**src/rtl/aes_block_scheduler.sv**
```systemverilog
// rtl/aes_block_scheduler.sv - AES block/key sequencing controller (optional irq via AES_SCHED_IRQ_EN)
// Round-robin issue of buffered blocks to one AES core, key-expansion sequencing, per-slot result flags.
module aes_block_scheduler #(
  parameter int  NUM_SLOTS    = 4,
  parameter int  CORE_TIMEOUT = 64,
  localparam int SEL_W        = $clog2(NUM_SLOTS)
) (
  input  logic                 HCLK,
  input  logic                 HRESETn,
  input  logic                 key_loaded,
  input  logic                 mode_enc_wr,
  input  logic                 mode_dec_wr,
  input  logic [NUM_SLOTS-1:0] in_wr,
  input  logic [NUM_SLOTS-1:0] out_rd,
  input  logic                 keyexp_done,
  input  logic                 core_done,
  output logic                 keyexp_start,
  output logic                 core_start,
  output logic [SEL_W-1:0]     core_sel,
  output logic                 core_decrypt,
  output logic                 out_wr,
  output logic [NUM_SLOTS-1:0] out_valid,
  output logic                 key_ready,
  output logic                 busy,
  output logic                 err_timeout
`ifdef AES_SCHED_IRQ_EN
  ,
  output logic                 irq
`endif
);

  localparam int CNT_W = $clog2(CORE_TIMEOUT + 1);

  typedef enum logic [2:0] {IDLE, KEY_START, KEY_WAIT, ISSUE, CORE_WAIT} state_t;

  state_t               state, state_n;
  logic [NUM_SLOTS-1:0] pend, pend_n, out_valid_n, elig, sel_mask;
  logic [SEL_W-1:0]     ptr, pick;
  logic [CNT_W-1:0]     tcnt;
  logic                 mode, key_req, tmo;
  logic                 do_issue, clr_pend, restore, key_done, tmo_set;

  assign elig     = pend & ~out_valid & {NUM_SLOTS{key_ready}};
  assign sel_mask = {{(NUM_SLOTS-1){1'b0}}, 1'b1} << core_sel;
  assign tmo      = (tcnt == CNT_W'(CORE_TIMEOUT - 1));
  assign busy     = (state != IDLE);

  // Descending scan so the slot closest to ptr (lowest offset) wins.
  always_comb begin
    pick = ptr;
    for (int k = NUM_SLOTS - 1; k >= 0; k--) begin
      if (elig[ptr + SEL_W'(k)]) pick = ptr + SEL_W'(k);
    end
  end

  always_comb begin
    state_n      = state;
    keyexp_start = 1'b0;
    core_start   = 1'b0;
    out_wr       = 1'b0;
    do_issue     = 1'b0;
    clr_pend     = 1'b0;
    restore      = 1'b0;
    key_done     = 1'b0;
    tmo_set      = 1'b0;
    case (state)
      IDLE: begin
        if (key_loaded) begin
          state_n = KEY_START;
        end else if (|elig) begin
          state_n  = ISSUE;
          do_issue = 1'b1;
        end
      end
      KEY_START: begin
        keyexp_start = 1'b1;
        state_n      = KEY_WAIT;
      end
      KEY_WAIT: begin
        if (key_loaded) begin
          state_n = KEY_START;
        end else if (keyexp_done) begin
          key_done = 1'b1;
          state_n  = IDLE;
        end else if (tmo) begin
          tmo_set = 1'b1;
          state_n = IDLE;
        end
      end
      ISSUE: begin
        core_start = 1'b1;
        clr_pend   = 1'b1;
        state_n    = CORE_WAIT;
      end
      CORE_WAIT: begin
        if (core_done || tmo) begin
          tmo_set = !core_done;
          // A new key invalidates the in-flight result: drop it and re-run the block later.
          if (key_req || key_loaded) begin
            restore = 1'b1;
            state_n = KEY_START;
          end else begin
            out_wr  = core_done;
            state_n = IDLE;
          end
        end
      end
      default: state_n = IDLE;
    endcase
  end

  assign pend_n      = (pend & ~(clr_pend ? sel_mask : '0)) | in_wr | (restore ? sel_mask : '0);
  assign out_valid_n = (out_valid & ~out_rd) | (out_wr ? sel_mask : '0);

  always_ff @(posedge HCLK or negedge HRESETn) begin
    if (!HRESETn) begin
      state <= IDLE;
    end else begin
      state <= state_n;
    end
  end

  always_ff @(posedge HCLK or negedge HRESETn) begin
    if (!HRESETn) begin
      pend         <= '0;
      ptr          <= '0;
      mode         <= 1'b0;
      core_sel     <= '0;
      core_decrypt <= 1'b0;
      out_valid    <= '0;
      key_ready    <= 1'b0;
      err_timeout  <= 1'b0;
      key_req      <= 1'b0;
      tcnt         <= '0;
    end else begin
      pend      <= pend_n;
      out_valid <= out_valid_n;
      if (mode_dec_wr) mode <= 1'b1;
      else if (mode_enc_wr) mode <= 1'b0;
      if (do_issue) begin
        core_sel     <= pick;
        core_decrypt <= mode;
        ptr          <= pick + SEL_W'(1);
      end
      if (key_loaded || state == KEY_START) key_ready <= 1'b0;
      else if (key_done) key_ready <= 1'b1;
      if (tmo_set) err_timeout <= 1'b1;
      else if (key_loaded || state == KEY_START) err_timeout <= 1'b0;
      if (state_n == KEY_START) key_req <= 1'b0;
      else if (key_loaded && (state == ISSUE || state == CORE_WAIT)) key_req <= 1'b1;
      if (state != KEY_WAIT && state != CORE_WAIT) tcnt <= '0;
      else if (tcnt != CNT_W'(CORE_TIMEOUT)) tcnt <= tcnt + CNT_W'(1);
    end
  end

`ifdef AES_SCHED_IRQ_EN
  always_ff @(posedge HCLK or negedge HRESETn) begin
    if (!HRESETn) begin
      irq <= 1'b0;
    end else if (((&out_valid_n) && !(&out_valid)) || (tmo_set && !err_timeout)) begin
      irq <= 1'b1;
    end else if ((|out_rd) || key_loaded) begin
      irq <= 1'b0;
    end
  end
`endif

endmodule
```
**config.mk**
```make
export PLATFORM = sky130hd
export DESIGN_NAME = aes_block_scheduler
export DESIGN_NICKNAME = d
export VERILOG_FILES = /design/src/rtl/aes_block_scheduler.sv
export SDC_FILE = /design/constraint.sdc
export NUM_CORES = 1
export LEC_CHECK = 0
export CAP_MARGIN = 10
export CORE_ASPECT_RATIO = 1.75
export CORE_MARGIN = 2
export CORE_UTILIZATION = 51
export DETAILED_ROUTE_END_ITERATION = 8
export GPL_ROUTABILITY_DRIVEN = 0
export PLACE_DENSITY_LB_ADDON = 0.08
export SLEW_MARGIN = 10
export SYNTH_ARGS = -nofsm -noshare
export SYNTH_HDL_FRONTEND = slang
export SYNTH_SLANG_ARGS = --single-unit
```
**constraint.sdc**
```tcl
create_clock -name HCLK -period 2 [get_ports HCLK]
set_input_delay 0.4 -clock HCLK [delete_from_list [all_inputs] [get_ports HCLK]]
set_output_delay 0.4 -clock HCLK [all_outputs]
set_load 0.03 [all_outputs]
```
After elaboration in Yosys (flattened, before gate mapping)
Cells that the tools add are included.
{ "op_classes": {"add_sub_neg": 5, "multipliers": 0, "div_mod_pow": 0, "magnitude_cmp": 4, "n_eq_ne": 9, "shifts": 1, "muxes": 52, "bitwise_logic": 10, "reduce_logical": 15} }
{ "op_table": {"columns": ["operator", "n"], "rows": [
  ["two-way mux 1 bit", 31],
  ["two-way mux 3 bit", 6],
  ["AND 4 bit", 4],
  ["case mux 3 bit (5 select lines)", 1],
  ["two-way mux 7 bit", 2],
  ["less-than comparator 2 x 3 -> 1 bit, second input constant", 4],
  ["two-way mux 4 bit", 3],
  ["NOT 4 bit", 3],
  ["bitwise OR 4 bit", 3],
  ["nonzero test 2 bit", 5],
  ["binary-select mux 1 bit (select 2 bit)", 4],
  ["two-way mux 2 bit", 4],
  ["adder 7 x 1 -> 7 bit, second input constant", 1],
  ["== test 7 x 6 -> 1 bit, second input constant", 1],
  ["inequality test 7 bit, second input constant", 1],
  ["== test 3 x 1 -> 1 bit, second input constant", 2],
  ["== test 3 x 2 -> 1 bit, second input constant", 2],
  ["adder 2 x 1 -> 2 bit, second input constant", 2],
  ["adder 2 bit, second input constant", 2],
  ["logical OR 1 bit", 4],
  ["OR reduction 4 bit", 1],
  ["left shift 1 x 2 -> 4 bit, first input constant", 1],
  ["== test 3 bit, second input constant", 1],
  ["zero test 3 bit", 1],
  ["other kinds (6)", 7]
]} }
{ "word_totals": {"reg_bits": 27, "latchBits": 0, "mem_bits_rw": 0, "rom_bits": 0, "input_bits": 15, "out_inout_bits": 13, "wordCells": 107, "memories": 0} }

Longest topological paths before layout
{ "depth": {"depth_word": 10, "ltp_mapped": 7} }

Least setup slack after synthesis
Ideal clock, no wire load.
{ "synth_timing": {"kind": "register to register", "start": "reg state[2]", "end": "reg key_req", "t_arrival_ps": 1736, "path_slack_ps": 187, "stages_incl_launch_ff": 5, "path_buffers": 1, "cell_sequence": "dfrtp_1 > clkbuf_1 > nor3b_1 > nor3_1 > a21oi_1"} }
{ "synth_between": {"elab_chain_cells": 6} }
{ "synth_lines": {"columns": ["element", "line_no", "text"], "rows": [
  ["from (decl)", "36", "state_t state, state_n;"],
  ["from (signal assigned)", "119", "state <= state_n;"],
  ["two-way mux 3 bit", "85", "end else if (tmo) begin"],
  ["two-way mux 3 bit", "82", "end else if (keyexp_done) begin"],
  ["two-way mux 3 bit", "80", "if (key_loaded) begin"],
  ["case mux 3 bit (5 select lines)", "66", "case (state)"],
  ["== test 3 x 1 -> 1 bit", "149", "if (state_n == KEY_START) key_req <= 1'b0;"],
  ["two-way mux 1 bit / nonzero test 2 bit (equally long branches)", null, null],
  ["to (signal assigned)", "133", "key_req <= 1'b0;"],
  ["to (signal assigned)", "149", null],
  ["to (signal assigned)", "150", "else if (key_loaded && (state == ISSUE || state == CORE_WAIT)) key_req <= 1'b1;"],
  ["to (decl)", "40", "logic mode, key_req, tmo;"]
]} }
Several ways; a longest one is shown, not always the timed one.
A chain may end at the register's enable or synchronous reset.

Worst setup path after layout
{ "layout_timing": {"start": "reg core_sel[0]", "end": "out core_sel[0]"} }
{ "layout_lines": {"columns": ["element", "line_no", "text"], "rows": [
  ["from (decl)", "19", "output logic [SEL_W-1:0] core_sel,"],
  ["from (signal assigned)", "141", "core_sel <= pick;"]
]} }
No word-level cell between the ends.

==> results by group <==
Synthesis
  – Top post-synthesis cells by area: dfrtp_1 45%, nand2_1 4.0%, nor2_1 4.0%, inv_1 3.8%, a21oi_1 3.4%
  – Syn nets: 178
  – Yosys Warn Count: 0
  – Area leader, netlist: dfrtp_1
  – Post-synthesis compound-gate area fraction: 18.8%
  – Yosys top cell area share: 45.3%
  – Mapped cell area: 0.00149 mm2
  – Seq/Total Area, Yosys: 45.3%
  – Largest family of logic cells by synthesized area: simple AND/OR/NAND/NOR gates
  – Number of cells produced by synthesis: 161
  – Number of synthesized flops with an enable pin: 0
  – Synth async-reset ratio: 100%
  – Post-synthesis simple-gate area fraction: 23.9%
  – Synth Flop Type: dfrtp_1
  – Distinct cells, synth: 44
  – Post-synthesis adder-cell area fraction: 1.68%
  – Mux cell area share after synthesis: 2.43%
  – Seq cells post-synth: 27
  – Syn_area_per_cell: 9.26 um2
  – Post-Synth XOR/XNOR Area: 1.76%

Worst setup path
  – Critical setup path kind: reg2out
  – Buf+Inv Stages, Crit Path: 1
  – Peak fanout along the critical path: 8
  – Worst reg2reg startpoint: pend[2]$_DFF_PN0_
  – Critical Path End Type: output port
  – Crit-path cells: clkdlybuf4s50_1
  – Crit path from: core_sel[0]$_DFFE_PN0P_
  – R2R Setup Slk: 0.34 ns
  – CP max stage delay: 0.72 ns
  – Crit path DAT: 1.50 ns
  – CP Launch Type: flip-flop
  – Cell family with most CP delay: buffers and inverters
  – CP required: 1.60 ns
  – CP max stage cell: clkdlybuf4s50_1

Global routing
  – Vias in the first global route: 1,308
  – First-pass GRT wire length: 5730 um
  – M3 GR Usage: 2.84%
  – M1 GR Usage: 23.6%
  – Largest net degree at the start of global routing: 28
  – Initial antenna violation count: 0
  – Total track usage: 22.9%
  – Met2 usage: 45.4%
  – GRT overflow: 0
  – Global route hottest layer: met2

Floorplan
  – # IOs: 28
  – Cell Rows: 26
  – Core Box Area: 0.00286 mm2
  – Die Span Y: 75.5 um
  – Die X: 44.9 um
  – Die footprint: 0.00339 mm2
  – Starting Density: 52.1%

Routing
  – Routed Wire Length: 3480 um
  – DRC errors left: 0
  – Via density: 5.74
  – Vias: 1,291
  – Antenna Violating Nets Remaining: 0
  – DR iter-0 viols: 39
  – Wire per inst: 15.5 um
  – DR pass1 iterations: 4

Clock network
  – Latest clock arrival within the worst-skew pair: 0.28 ns
  – Sinks on Clock Net: 27
  – CTS Root Buffer Type: clkbuf_8
  – TritonCTS clock tree: done
  – Clk slew on worst S/H paths: 0.10 ns
  – CTS H-tree lvls: 1
  – Total CTS buffers: 3
  – Max Buffers Root-to-Sink: 2

Layout
  – Layout cells sized above 1: 14.7%
  – Final non-filler cell total: 225
  – Final Net Count: 215
  – P&R area growth vs syn: 26.4%
  – Fillers: 248
  – Commonest non-fill, non-tap cells in the layout: 27 x dfrtp_1, 23 x clkdlybuf4s50_1, 16 x nand2_1, 16 x nor2_1, 15 x inv_1
  – Area of the multi-input gates: 724 um2
  – FF/Latch Area: 676 um2
  – Most common cell after layout, fill and taps aside: dfrtp_1
  – Final Util: 65.8%
  – # diodes: 0
  – Final instance area: 0.00188 mm2

Power and ir drop
  – Power, Total: 2.14 mW
  – Peak supply drop: 0.868 mV
  – Lkg Pwr: 0.806 nW
  – Pwr dens: 1140 mW/mm2

STA
  – Worst Tran Pin Value: 0.409 ns
  – Fin crit share: 95.1%
  – Rel. slew slack: 72.7%
  – Hold Fails Final Rpt: 0
  – Final Slew Violations: 0
  – Unrepaired setup endpoints after global routing: no
  – Final setup violation count: 0
  – Post-route setup slack: 0.0972 ns
  – Final worst path period need: 1.90 ns
  – Setup TNS: 0 ns
  – Clk_skew: 0.00754 ns
  – Peak Freq: 526 MHz
  – Fin Hold WS: 0.493 ns

Flow run
  – Max_cap viols: 0

Place
  – Dpl cell area: 0.00184 mm2
  – DP Wirelength: 2720 um
  – Count of input and output buffers: 27
  – Pre-CTS WS: 0.0896 ns
  – Placed Cells: 221

Worst hold path
  – Hold/Removal Path Class: in2async

Run status
  – Status: finished, final reports clean
[registers in the layout, indices dropped and copies added (netlist names)]
signal	flops
tcnt	7
pend	4
state	3
err_timeout	1
key_ready	1
key_req	1
ptr	2
out_valid	4
mode	1
core_decrypt	1
core_sel	2
[synth_stat cells (3+ instances only)]
library cell,instances
o21ai_0,7
nor3_2,3
a21oi_1,10
nand2b_1,6
nor2b_1,3
a221o_1,3
inv_1,15
nand2_1,16
o22ai_1,3
clkbuf_1,4
dfrtp_1,27
nor3_1,3
nand3_1,7
o32ai_1,3
nor2_1,16
[path summary, 6_finish.rpt]
check / to / cells past startpoint
max: core_sel[0] / 1
min: tcnt[2]$_DFFE_PN0P_ / 2
max reg2reg: key_req$_DFFE_PN0P_ / 6
min reg2reg: pend[3]$_DFF_PN0_ / 2
max in group asynchronous: tcnt[6]$_DFFE_PN0P_ / 2
min in group HCLK: pend[3]$_DFF_PN0_ / 2
[kinds of logic (layout without fill, tap and decap cells)]
group	after synthesis	in the layout
muxes	3	3
DFF	27	27
adders and majority gates	2	2
and+or+nand+nor	66	66
buffers and inverters	21	57
xor gates and xnor gates	3	3
AOI/OAI and AO/OA	39	39
[power by group]
| group | switching [mW] | total [mW] | internal [mW] |
|---|---|---|---|
| clock network | 0.177 | 0.319 | 0.142 |
| logic | 0.604 | 1.05 | 0.444 |
| registers | 0.115 | 0.774 | 0.659 |
[timing repair]
item,CTS,global route
hold buffers,0,0
endpoints found under the setup margin,1,0
setup buffers,0,0
gates resized for setup,1,0
[area by class of cell]
type | count | area share [%]
Clock buffer | 3 | 2.19
Sequential cell | 27 | 35.9
Clock inverter | 1 | 0.398
Multi-Input combinational cell | 113 | 38.4
Timing Repair Buffer | 38 | 18.3
Inverter | 15 | 2.99
Tap cell | 28 | 1.86
[routing by layer]
layer	up-vias	share of wire (%)	wire length, um
li1	632	-	-
met1	637	39	1350
met2	18	59	2040
met3	4	1.6	56
met4	0	1.1	37
met5	-	0	0
Note: power is estimated with default switching activity, not from simulation.
